**src/rtl/lif_neuron_pkg.sv**
```systemverilog
`default_nettype none
// ============================================================================
//  Module      : neuron_pkg
//  Description : Shared fixed-point types, saturation limits and FSM encoding
//                for the leaky integrate-and-fire neuron datapath.
//                Values are Q21.10: signed 32-bit, 10 fractional bits.
//  Revision    : 1.0 - initial release
// ============================================================================
package neuron_pkg;

  localparam int FRAC_BITS = 10;
  localparam int FIX_ONE   = 1024;

  typedef logic signed [31:0] q21_10_t;

  localparam q21_10_t SAT_MAX = 32'sh7FFF_FFFF;
  localparam q21_10_t SAT_MIN = 32'sh8000_0000;

  typedef enum logic {
    INTEGRATE = 1'b0,
    REFRACT   = 1'b1
  } state_t;

  // Spike counter increment that sticks at all-ones instead of wrapping.
  function automatic logic [15:0] sat_inc16(input logic [15:0] x);
    return (x == 16'hFFFF) ? x : x + 16'd1;
  endfunction

endpackage : neuron_pkg
`default_nettype wire

```
**src/rtl/lif_neuron_sat_add32.sv**
```systemverilog
`default_nettype none
// ============================================================================
//  Module      : sat_add32
//  Description : Combinational signed adder. Operands are 33-bit signed so
//                that a negated leak term always fits; the sum is formed in
//                34 bits and clamped to the signed 32-bit range.
//  Ports       : i_a, i_b  - signed 33-bit operands
//                o_sum     - signed 32-bit saturated sum
//  Revision    : 1.0 - initial release
// ============================================================================
module sat_add32
  import neuron_pkg::*;
(
  input  logic signed [32:0] i_a,
  input  logic signed [32:0] i_b,
  output logic signed [31:0] o_sum
);

  localparam logic signed [33:0] c_max = 34'sh0_7FFF_FFFF;
  localparam logic signed [33:0] c_min = 34'sh3_8000_0000;

  logic signed [33:0] w_sum;

  assign w_sum = {i_a[32], i_a} + {i_b[32], i_b};

  always_comb begin
    o_sum = w_sum[31:0];
    if (w_sum > c_max) begin
      o_sum = SAT_MAX;
    end else if (w_sum < c_min) begin
      o_sum = SAT_MIN;
    end
  end

endmodule : sat_add32
`default_nettype wire

```
**src/rtl/lif_neuron.sv**
```systemverilog
`default_nettype none
// ============================================================================
//  Module      : lif_neuron
//  Description : Single leaky integrate-and-fire neuron. On each step_en
//                strobe the membrane leaks towards V_REST, integrates I_in,
//                and fires a one-cycle spike when the threshold is reached.
//                A refractory period of REFRACT_STEPS steps follows a spike.
//  Ports       : clk         - simulation clock
//                reset_bar   - asynchronous active-low reset
//                step_en     - one membrane update per cycle it is high
//                I_in        - signed Q21.10 synaptic current
//                v_out       - registered membrane potential (Q21.10)
//                spike_out   - one-cycle spike pulse
//                refractory  - high while in the refractory state
//                spike_count - saturating spike count since reset
//  Revision    : 1.0 - initial release
// ============================================================================
module lif_neuron
  import neuron_pkg::*;
#(
  parameter logic signed [31:0] V_REST        = 32'sd0,
  parameter logic signed [31:0] V_THRESH      = 32'sd20480,
  parameter logic signed [31:0] V_RESET       = 32'sd0,
  parameter int                 LEAK_SHIFT    = 3,
  parameter int                 REFRACT_STEPS = 2
) (
  input  logic        clk,
  input  logic        reset_bar,
  input  logic        step_en,
  input  logic [31:0] I_in,
  output logic [31:0] v_out,
  output logic        spike_out,
  output logic        refractory,
  output logic [15:0] spike_count
);

  localparam logic [7:0] c_refract_steps = 8'(REFRACT_STEPS);
  localparam logic       c_refract_en    = (REFRACT_STEPS != 0);

  state_t             r_state;
  logic signed [31:0] r_v;
  logic               r_spike;
  logic               r_refractory;
  logic [15:0]        r_count;
  logic [7:0]         r_ref_cnt;

  logic signed [32:0] w_diff;
  logic signed [32:0] w_leak;
  logic signed [32:0] w_neg_leak;
  logic signed [31:0] w_v_leaked;
  logic signed [31:0] w_v_next;
  logic signed [31:0] w_i_in;
  logic               w_fire;

  assign w_i_in = I_in;

  // v - V_REST needs 33 bits; after a shift of at least one its magnitude is
  // at most 2^31, so its negation still fits the 33-bit adder operand.
  assign w_diff     = {r_v[31], r_v} - {V_REST[31], V_REST};
  assign w_leak     = w_diff >>> LEAK_SHIFT;
  assign w_neg_leak = -w_leak;

  // v - leak always lies between v and V_REST, so clamping it before the
  // current is added gives the same result as one wide sum clamped once.
  sat_add32 u_leak_sub (
    .i_a   ({r_v[31], r_v}),
    .i_b   (w_neg_leak),
    .o_sum (w_v_leaked)
  );

  sat_add32 u_current_add (
    .i_a   ({w_v_leaked[31], w_v_leaked}),
    .i_b   ({w_i_in[31], w_i_in}),
    .o_sum (w_v_next)
  );

  // Threshold is compared against the already-clamped potential.
  assign w_fire = (w_v_next >= V_THRESH);

  always_ff @(posedge clk or negedge reset_bar) begin
    if (!reset_bar) begin
      r_state      <= INTEGRATE;
      r_v          <= V_REST;
      r_spike      <= 1'b0;
      r_refractory <= 1'b0;
      r_count      <= 16'd0;
      r_ref_cnt    <= 8'd0;
    end else begin
      // Spike is a pulse: cleared on every cycle that does not fire.
      r_spike <= 1'b0;
      if (step_en) begin
        case (r_state)
          INTEGRATE: begin
            if (w_fire) begin
              r_v     <= V_RESET;
              r_spike <= 1'b1;
              r_count <= sat_inc16(r_count);
              if (c_refract_en) begin
                r_state      <= REFRACT;
                r_ref_cnt    <= c_refract_steps;
                r_refractory <= 1'b1;
              end
            end else begin
              r_v <= w_v_next;
            end
          end
          REFRACT: begin
            // Input is ignored; the step that sees ref_cnt==1 is the last
            // ignored one.
            r_v       <= V_RESET;
            r_ref_cnt <= r_ref_cnt - 8'd1;
            if (r_ref_cnt == 8'd1) begin
              r_state      <= INTEGRATE;
              r_refractory <= 1'b0;
            end
          end
          default: begin
            r_state      <= INTEGRATE;
            r_refractory <= 1'b0;
          end
        endcase
      end
    end
  end

  assign v_out       = r_v;
  assign spike_out   = r_spike;
  assign refractory  = r_refractory;
  assign spike_count = r_count;

endmodule : lif_neuron
`default_nettype wire
```
**config.mk**
```make
export PLATFORM = sky130hd
export DESIGN_NAME = lif_neuron
export DESIGN_NICKNAME = d
export VERILOG_FILES = /design/src/rtl/lif_neuron_pkg.sv /design/src/rtl/lif_neuron_sat_add32.sv /design/src/rtl/lif_neuron.sv
export SDC_FILE = /design/constraint.sdc
export NUM_CORES = 1
export LEC_CHECK = 0
export ABC_AREA = 1
export BUFFER_PORTS_ARGS = -buffer_cell sky130_fd_sc_hd__buf_2
export CORE_MARGIN = 2
export CORE_UTILIZATION = 30
export DETAILED_ROUTE_END_ITERATION = 12
export PLACE_DENSITY = 0.49
export SLEW_MARGIN = 20
export SYNTH_ARGS = -nofsm -noshare
export SYNTH_HDL_FRONTEND = slang
export SYNTH_SLANG_ARGS = --single-unit
```
**constraint.sdc**
```tcl
create_clock -name clk -period 4.98 [get_ports clk]
set_input_delay 1.494 -clock clk [delete_from_list [all_inputs] [get_ports clk]]
set_output_delay 1.494 -clock clk [all_outputs]
set_load 0.1 [all_outputs]
```
Yosys cells after proc, flatten, opt, wreduce, memory -nomap -nowiden
Index checks and enable logic that the tools add are counted.
- logic and storage cells: 41
- bits in registers: 59
- bitwise gates (word level): 2
- equality and inequality tests: 4
- multiplexer cells: 16
- reduce and logical (&&, ||, !) cells: 3
- $lt $le $gt $ge: 5
- add/subtract/negate cells: 5
- operators with widths (operator ; number):
    32-bit two-way mux ; 5
    34-bit by 32-bit > comparator with 1-bit output (second input constant) ; 2
    34-bit by 32-bit less-than comparator with 1-bit output (second input constant) ; 2
    32-bit case mux with 2 select lines ; 1
    32-bit by 33-bit adder with 34-bit output ; 1
    32-bit by 32-bit adder with 33-bit output ; 1
    29-bit negator with 33-bit output ; 1
    32-bit by 16-bit greater-or-equal comparator with 1-bit output (second input constant) ; 1
    16-bit by 1-bit adder with 16-bit output (second input constant) ; 1
    16-bit == test (second input constant) ; 1
    8-bit case mux with 2 select lines ; 1
    8-bit by 1-bit == test with 1-bit output (second input constant) ; 1
    8-bit two-way mux ; 1
    8-bit by 1-bit subtractor with 8-bit output (second input constant) ; 1
    1-bit two-way mux ; 6
    1-bit case mux with 2 select lines ; 2
    4-bit AND reduction ; 1
    3-bit AND reduction ; 1
    2-bit by 1-bit != test with 1-bit output (second input constant) ; 1
    2-bit != test (second input constant) ; 1
    1-bit NOT ; 2
    2-bit AND reduction ; 1

Logic depth before layout (Yosys ltp)
- depth after elaboration: 13
- depth in mapped cells: 45
- depth with buffers taken out: 42

Hierarchy
From an unflattened synthesis, not the netlist that was laid out.
- cell total of the unflattened synthesis: 1532
- area total of the unflattened synthesis: 8974.9 um^2
- modules (own cells, without submodules) (module ; area each (um^2) ; times used ; sequential area each (um^2) ; cells each):
    sat_add32 ; 2638.8 ; 2 ; 0.0 ; 514
    lif_neuron ; 3697.3 ; 1 ; 1476.4 ; 504

Least setup slack after synthesis
Ideal clock, no wire load.
- path type: register to register
- start point: register r_v[0], in the netlist v_out[0]
- end point: register r_count[10], in the netlist spike_count[10]
- path buffers: 3
- stages on the path, launching flop included: 41
- path slack: -644 ps
- clock period less this slack: 5624 ps
- arrival time: 5501 ps
- path through: dfrtp_1 > inv_1 > ha_1 > inv_1 > fa_1 > nand3_1 > nand2_1 > a21boi_1 > o21ai_0 > nand3_1 > nand3_1 > nand4_1 > nand3_1 > nand2_1 > o21ai_1 > inv_1 > nor2_1 > buf_2 > [... 5 more ...] > nand3_1 > nand2_2 > nand2_1 > nand2_2 > nand2_2 > nand3_1 > nand2_2 > nor2_1 > buf_2 > o21ai_1 > nor2_1 > nand3_1 > nand2_2 > inv_4 > nand3_4 > buf_6 > nand2_1 > nand2_1
- cells in the longest elaborated chain, start to end: 10
- elaborated cells on any way between the ends: 12
- those cells by class: 2 x add/sub; 5 x order compare; 4 x mux; 1 x reduce/logical
- RTL lines (item ; RTL line ; text):
    start: declaration ; lif_neuron.sv:41 ; logic signed [31:0] r_v;
    start signal: assignment ; lif_neuron.sv:104 ; r_v <= w_v_next;
    32-bit by 33-bit adder with 34-bit output * ; lif_neuron_sat_add32.sv:24 ; assign w_sum = {i_a[32], i_a} + {i_b[32], i_b};
    34-bit by 32-bit less-than comparator with 1-bit output ; lif_neuron_sat_add32.sv:30 ; end else if (w_sum < c_min) begin
    32-bit two-way mux ; lif_neuron_sat_add32.sv:30 ;
    32-bit two-way mux * ; lif_neuron_sat_add32.sv:28 ; if (w_sum > c_max) begin
    32-bit by 32-bit adder with 33-bit output * ; lif_neuron_sat_add32.sv:24 ;
    34-bit by 32-bit less-than comparator with 1-bit output ; lif_neuron_sat_add32.sv:30 ;
    32-bit two-way mux ; lif_neuron_sat_add32.sv:30 ;
    32-bit two-way mux * ; lif_neuron_sat_add32.sv:28 ;
    32-bit by 16-bit greater-or-equal comparator with 1-bit output * ; lif_neuron.sv:78 ; assign w_fire = (w_v_next >= V_THRESH);
    4-bit AND reduction (no source line) * ; -- ;
    end signal: assignment ; lif_neuron.sv:97 ; r_count <= sat_inc16(r_count);
    end: declaration ; lif_neuron.sv:44 ; logic [15:0] r_count;
Mark *: on every way between the ends. The rest lies on a longest branch, timed or not.
A chain may end at the register's enable or synchronous reset.

Worst setup path in the final report
- start point: register r_v[3], in the netlist v_out[3]
- end point: register r_ref_cnt[4]
- cells in the longest elaborated chain, start to end: 12
- elaborated cells on any way between the ends: 14
- those cells by class: 3 x add/sub; 5 x order compare; 1 x eq/ne; 4 x mux; 1 x reduce/logical
- RTL lines (item ; RTL line ; text):
    29-bit negator with 33-bit output ; lif_neuron.sv:61 ; assign w_neg_leak = -w_leak;
    32-bit by 33-bit adder with 34-bit output * ; lif_neuron_sat_add32.sv:24 ;
    34-bit by 32-bit less-than comparator with 1-bit output ; lif_neuron_sat_add32.sv:30 ;
    32-bit two-way mux ; lif_neuron_sat_add32.sv:30 ;
    32-bit two-way mux * ; lif_neuron_sat_add32.sv:28 ;
    32-bit by 32-bit adder with 33-bit output * ; lif_neuron_sat_add32.sv:24 ;
    34-bit by 32-bit less-than comparator with 1-bit output ; lif_neuron_sat_add32.sv:30 ;
    32-bit two-way mux ; lif_neuron_sat_add32.sv:30 ;
    32-bit two-way mux * ; lif_neuron_sat_add32.sv:28 ;
    32-bit by 16-bit greater-or-equal comparator with 1-bit output * ; lif_neuron.sv:78 ;
    2-bit != test (no source line) * ; -- ;
    2-bit AND reduction (no source line) * ; -- ;
    end signal: assignment ; lif_neuron.sv:100 ; r_ref_cnt <= c_refract_steps;
    end signal: assignment ; lif_neuron.sv:111 ; r_ref_cnt <= r_ref_cnt - 8'd1;
    end: declaration ; lif_neuron.sv:45 ; logic [7:0] r_ref_cnt;
Marks and branches as above.

==> results.md <==
* CP required at between 5 and 6 ns
* Via density per instance at between 4 and 5
* H-tree levels at 3
* Hold Crit Class: flip-flop to flip-flop
* First-pass GRT wire length at between 40 and 50 mm
* Cell count after synthesis at between 1000 and 1500
* CTS root buf: clkbuf_16
* CTS tree: done
* Layout cells sized above 1 at 0.453
* Cell row count at 55
* Crit path capture: r_ref_cnt[4]
* Crit path launch: v_out[3]
* R2R depth at between 40 and 50
* Mean Syn Cell Area at between 6 and 7 µm²
* Vert. Die Dim at around 160 µm
* Post-synth top area cell: dfrtp_1
* Reg2reg end: r_ref_cnt[4]
* Net count, final at about 1600
* Failing checks: negative setup slack
* Initial antenna violation count at 0
* R2r startpoint: v_out[3]
* WHS at about 0.48 ns
* EDFF count, synth at 0
* # IOs at 85
* Clk sinks at 59
* CTS Buf Count at 9
* I/O Buffers at 84
* Placer Congestion at slightly below 0.9
* Relative slew slack at 0.326
* WL per Instance at 15.1 µm
* Starting DRT DRC Count at roughly 440
* # fillers at approximately 2300
* Dpl hpwl at ~21 mm
* Startpoint types: flip-flop
* Post-synth top flop: dfrtp_1
* Core area at 22600 µm²
* Asr flop ratio synth at 1.00
* CP peak stage delay at roughly 0.5 ns
* Synthesis warning total at 0
* Starting Density at 0.306
* Setup CP Type: flip-flop to flip-flop
* Status: finished, violations left
* Final WS setup at -0.171 ns
* Final worst path period share at 1.03
* Max Slew Vio Count at 0
* Largest net degree at the start of global routing at 38
* DIE AREA at between 20000 and 25000 µm²
* Final Instance Area at ~11000 µm²
* Drt first pass iters at 5
* Final min period at roughly 5.2 ns
* Crit path max fanout at 7
* GR Util All Layers at 0.210
* DP Area at slightly below 10000 µm²
* Leading cell types in the layout, fill and taps excluded: buf_4 (289), nand2_1 (226), inv_1 (123)
* Hold Fails Final Rpt at 0
* Reg2Reg Setup Slack at -0.17 ns
* Critical Path AT at ~5.4 ns
* Worst-margin pin slew at ~1.0 ns
* Pre-CTS WS at -0.598 ns
* RSZ-0062 raised after global routing: yes
* Clock Skew at between 0.007 and 0.008 ns
* Vias at 8323
* Seq/Total Area, Yosys at 0.213
* CP most frequent cell: nand2_2
* Commonest non-fill, non-tap cell in the layout: buf_4
* Final setup fails at between 50 and 60
* Total gr overflow at 0
* Worst-case clock buffer depth at 2
* # DRC at 0
* Peak Freq at 194 MHz
* Slowest-stage cell, CP: dfrtp_4
* Top cell type's share of synthesized area at 0.213
* Crit. End Element: flip-flop
* Synth top area cells: dfrtp_1 (21%), nand2_1 (15%), ha_1 (12%)
* #FFs+latches synth at slightly below 60
* Synthesized area at approximately 6900 µm²
* Post-synth net total at between 1000 and 1500
* Synth-to-Final Area Change at 66.0%
* Worst skew pair latency at ~0.34 ns
* Library cells used by synthesis at 45
* Antenna Nets Post-Route at 0
* Die width at roughly 160 µm
* Total detailed-routing wirelength at around 26 mm
* Clock-pin slew on the worst setup and hold paths at around 0.060 ns
* Number of global-route vias before repair at slightly below 8000
* Maxcap violations at 0
* Antenna diode count at 0
## what timing repair did
| item | 4_1_cts | 5_1_grt |
|---|---|---|
| gates resized for setup | 107 | 161 |
| gates cloned | 5 | 1 |
| buffers inserted | 19 | 16 |
| setup endpoints to repair | 59 | 59 |
| pin swaps | 20 | 32 |
| hold buffers | 0 | 0 |
## per-stage QoR
step	std cells	setup TNS, ns	util
global route	1735	-21.98	0.507
global placement	1680	-26.10	0.428
floorplan	1065	0	-
CTS	1719	-2.09	0.471
finish	1735	-7.41	0.507
detailed placement	1680	-30.02	0.428
## synth_stat cells, drive strengths merged, types with 5 or more instances
master / instances
a21oi: 87
buf: 11
clkbuf: 11
dfrtp: 59
ha: 69
inv: 136
nand2: 289
nand3: 57
nand4: 23
nor2: 106
nor3: 21
nor4: 7
o21ai: 56
o21bai: 5
o22ai: 29
or2: 7
xnor2: 33
xor2: 34
## sequential cells by signal, indices dropped and copies added, names as in the netlist
signal and flops:
r_ref_cnt 8, r_state 1, refractory 1, spike_count 16, spike_out 1, v_out 32
## worst max-delay path: cells and delay by family (launching register included)
kind                     cells  cell delay, ns
AND/OR/NAND/NOR             26            2.30
adder cells (fa/ha/maj)      4            0.89
buffers and inverters        7            0.75
AO/OA/AOI/OAI                6            0.59
flip-flops                   1            0.50
## cells by family after synthesis
family | share of synthesized area
xor+xnor | 0.0848
simple gates | 0.318
compound gates | 0.160
fa+ha+maj | 0.131
flops | 0.213
buf+inv | 0.0939
## worst min-delay path by stage
stage            startpoint            to  depth (start not counted)
6_report         refractory    refractory                          2
5_1_grt          refractory    refractory                          2
4_1_cts          refractory    refractory                          2
3_5_place_dp     refractory    refractory                          2
3_3_place_gp     refractory    refractory                          2
2_1_floorplan  r_ref_cnt[1]  r_ref_cnt[1]                          2
## routing by layer
metal	vias up	wire, µm	global-route usage
li1	4301	-	-
met1	3843	12800	0.296
met2	159	12300	0.350
met3	20	810	0.0261
met4	0	333	0.0349
met5	-	0	0
## layout make-up
type	instances	area, µm²	share of cell area
multi-input cells	851	5900	0.514
repair buffers	388	2840	0.247
flip-flops and latches	59	1550	0.135
inverters	136	538	0.0468
well taps	285	357	0.0310
clock buffers	12	256	0.0223
clock inverters	4	50.0	0.00436
Power is left out: the tool's default activity adds up to more than one toggle a clock period on the data nets, which glitch-free logic cannot reach.
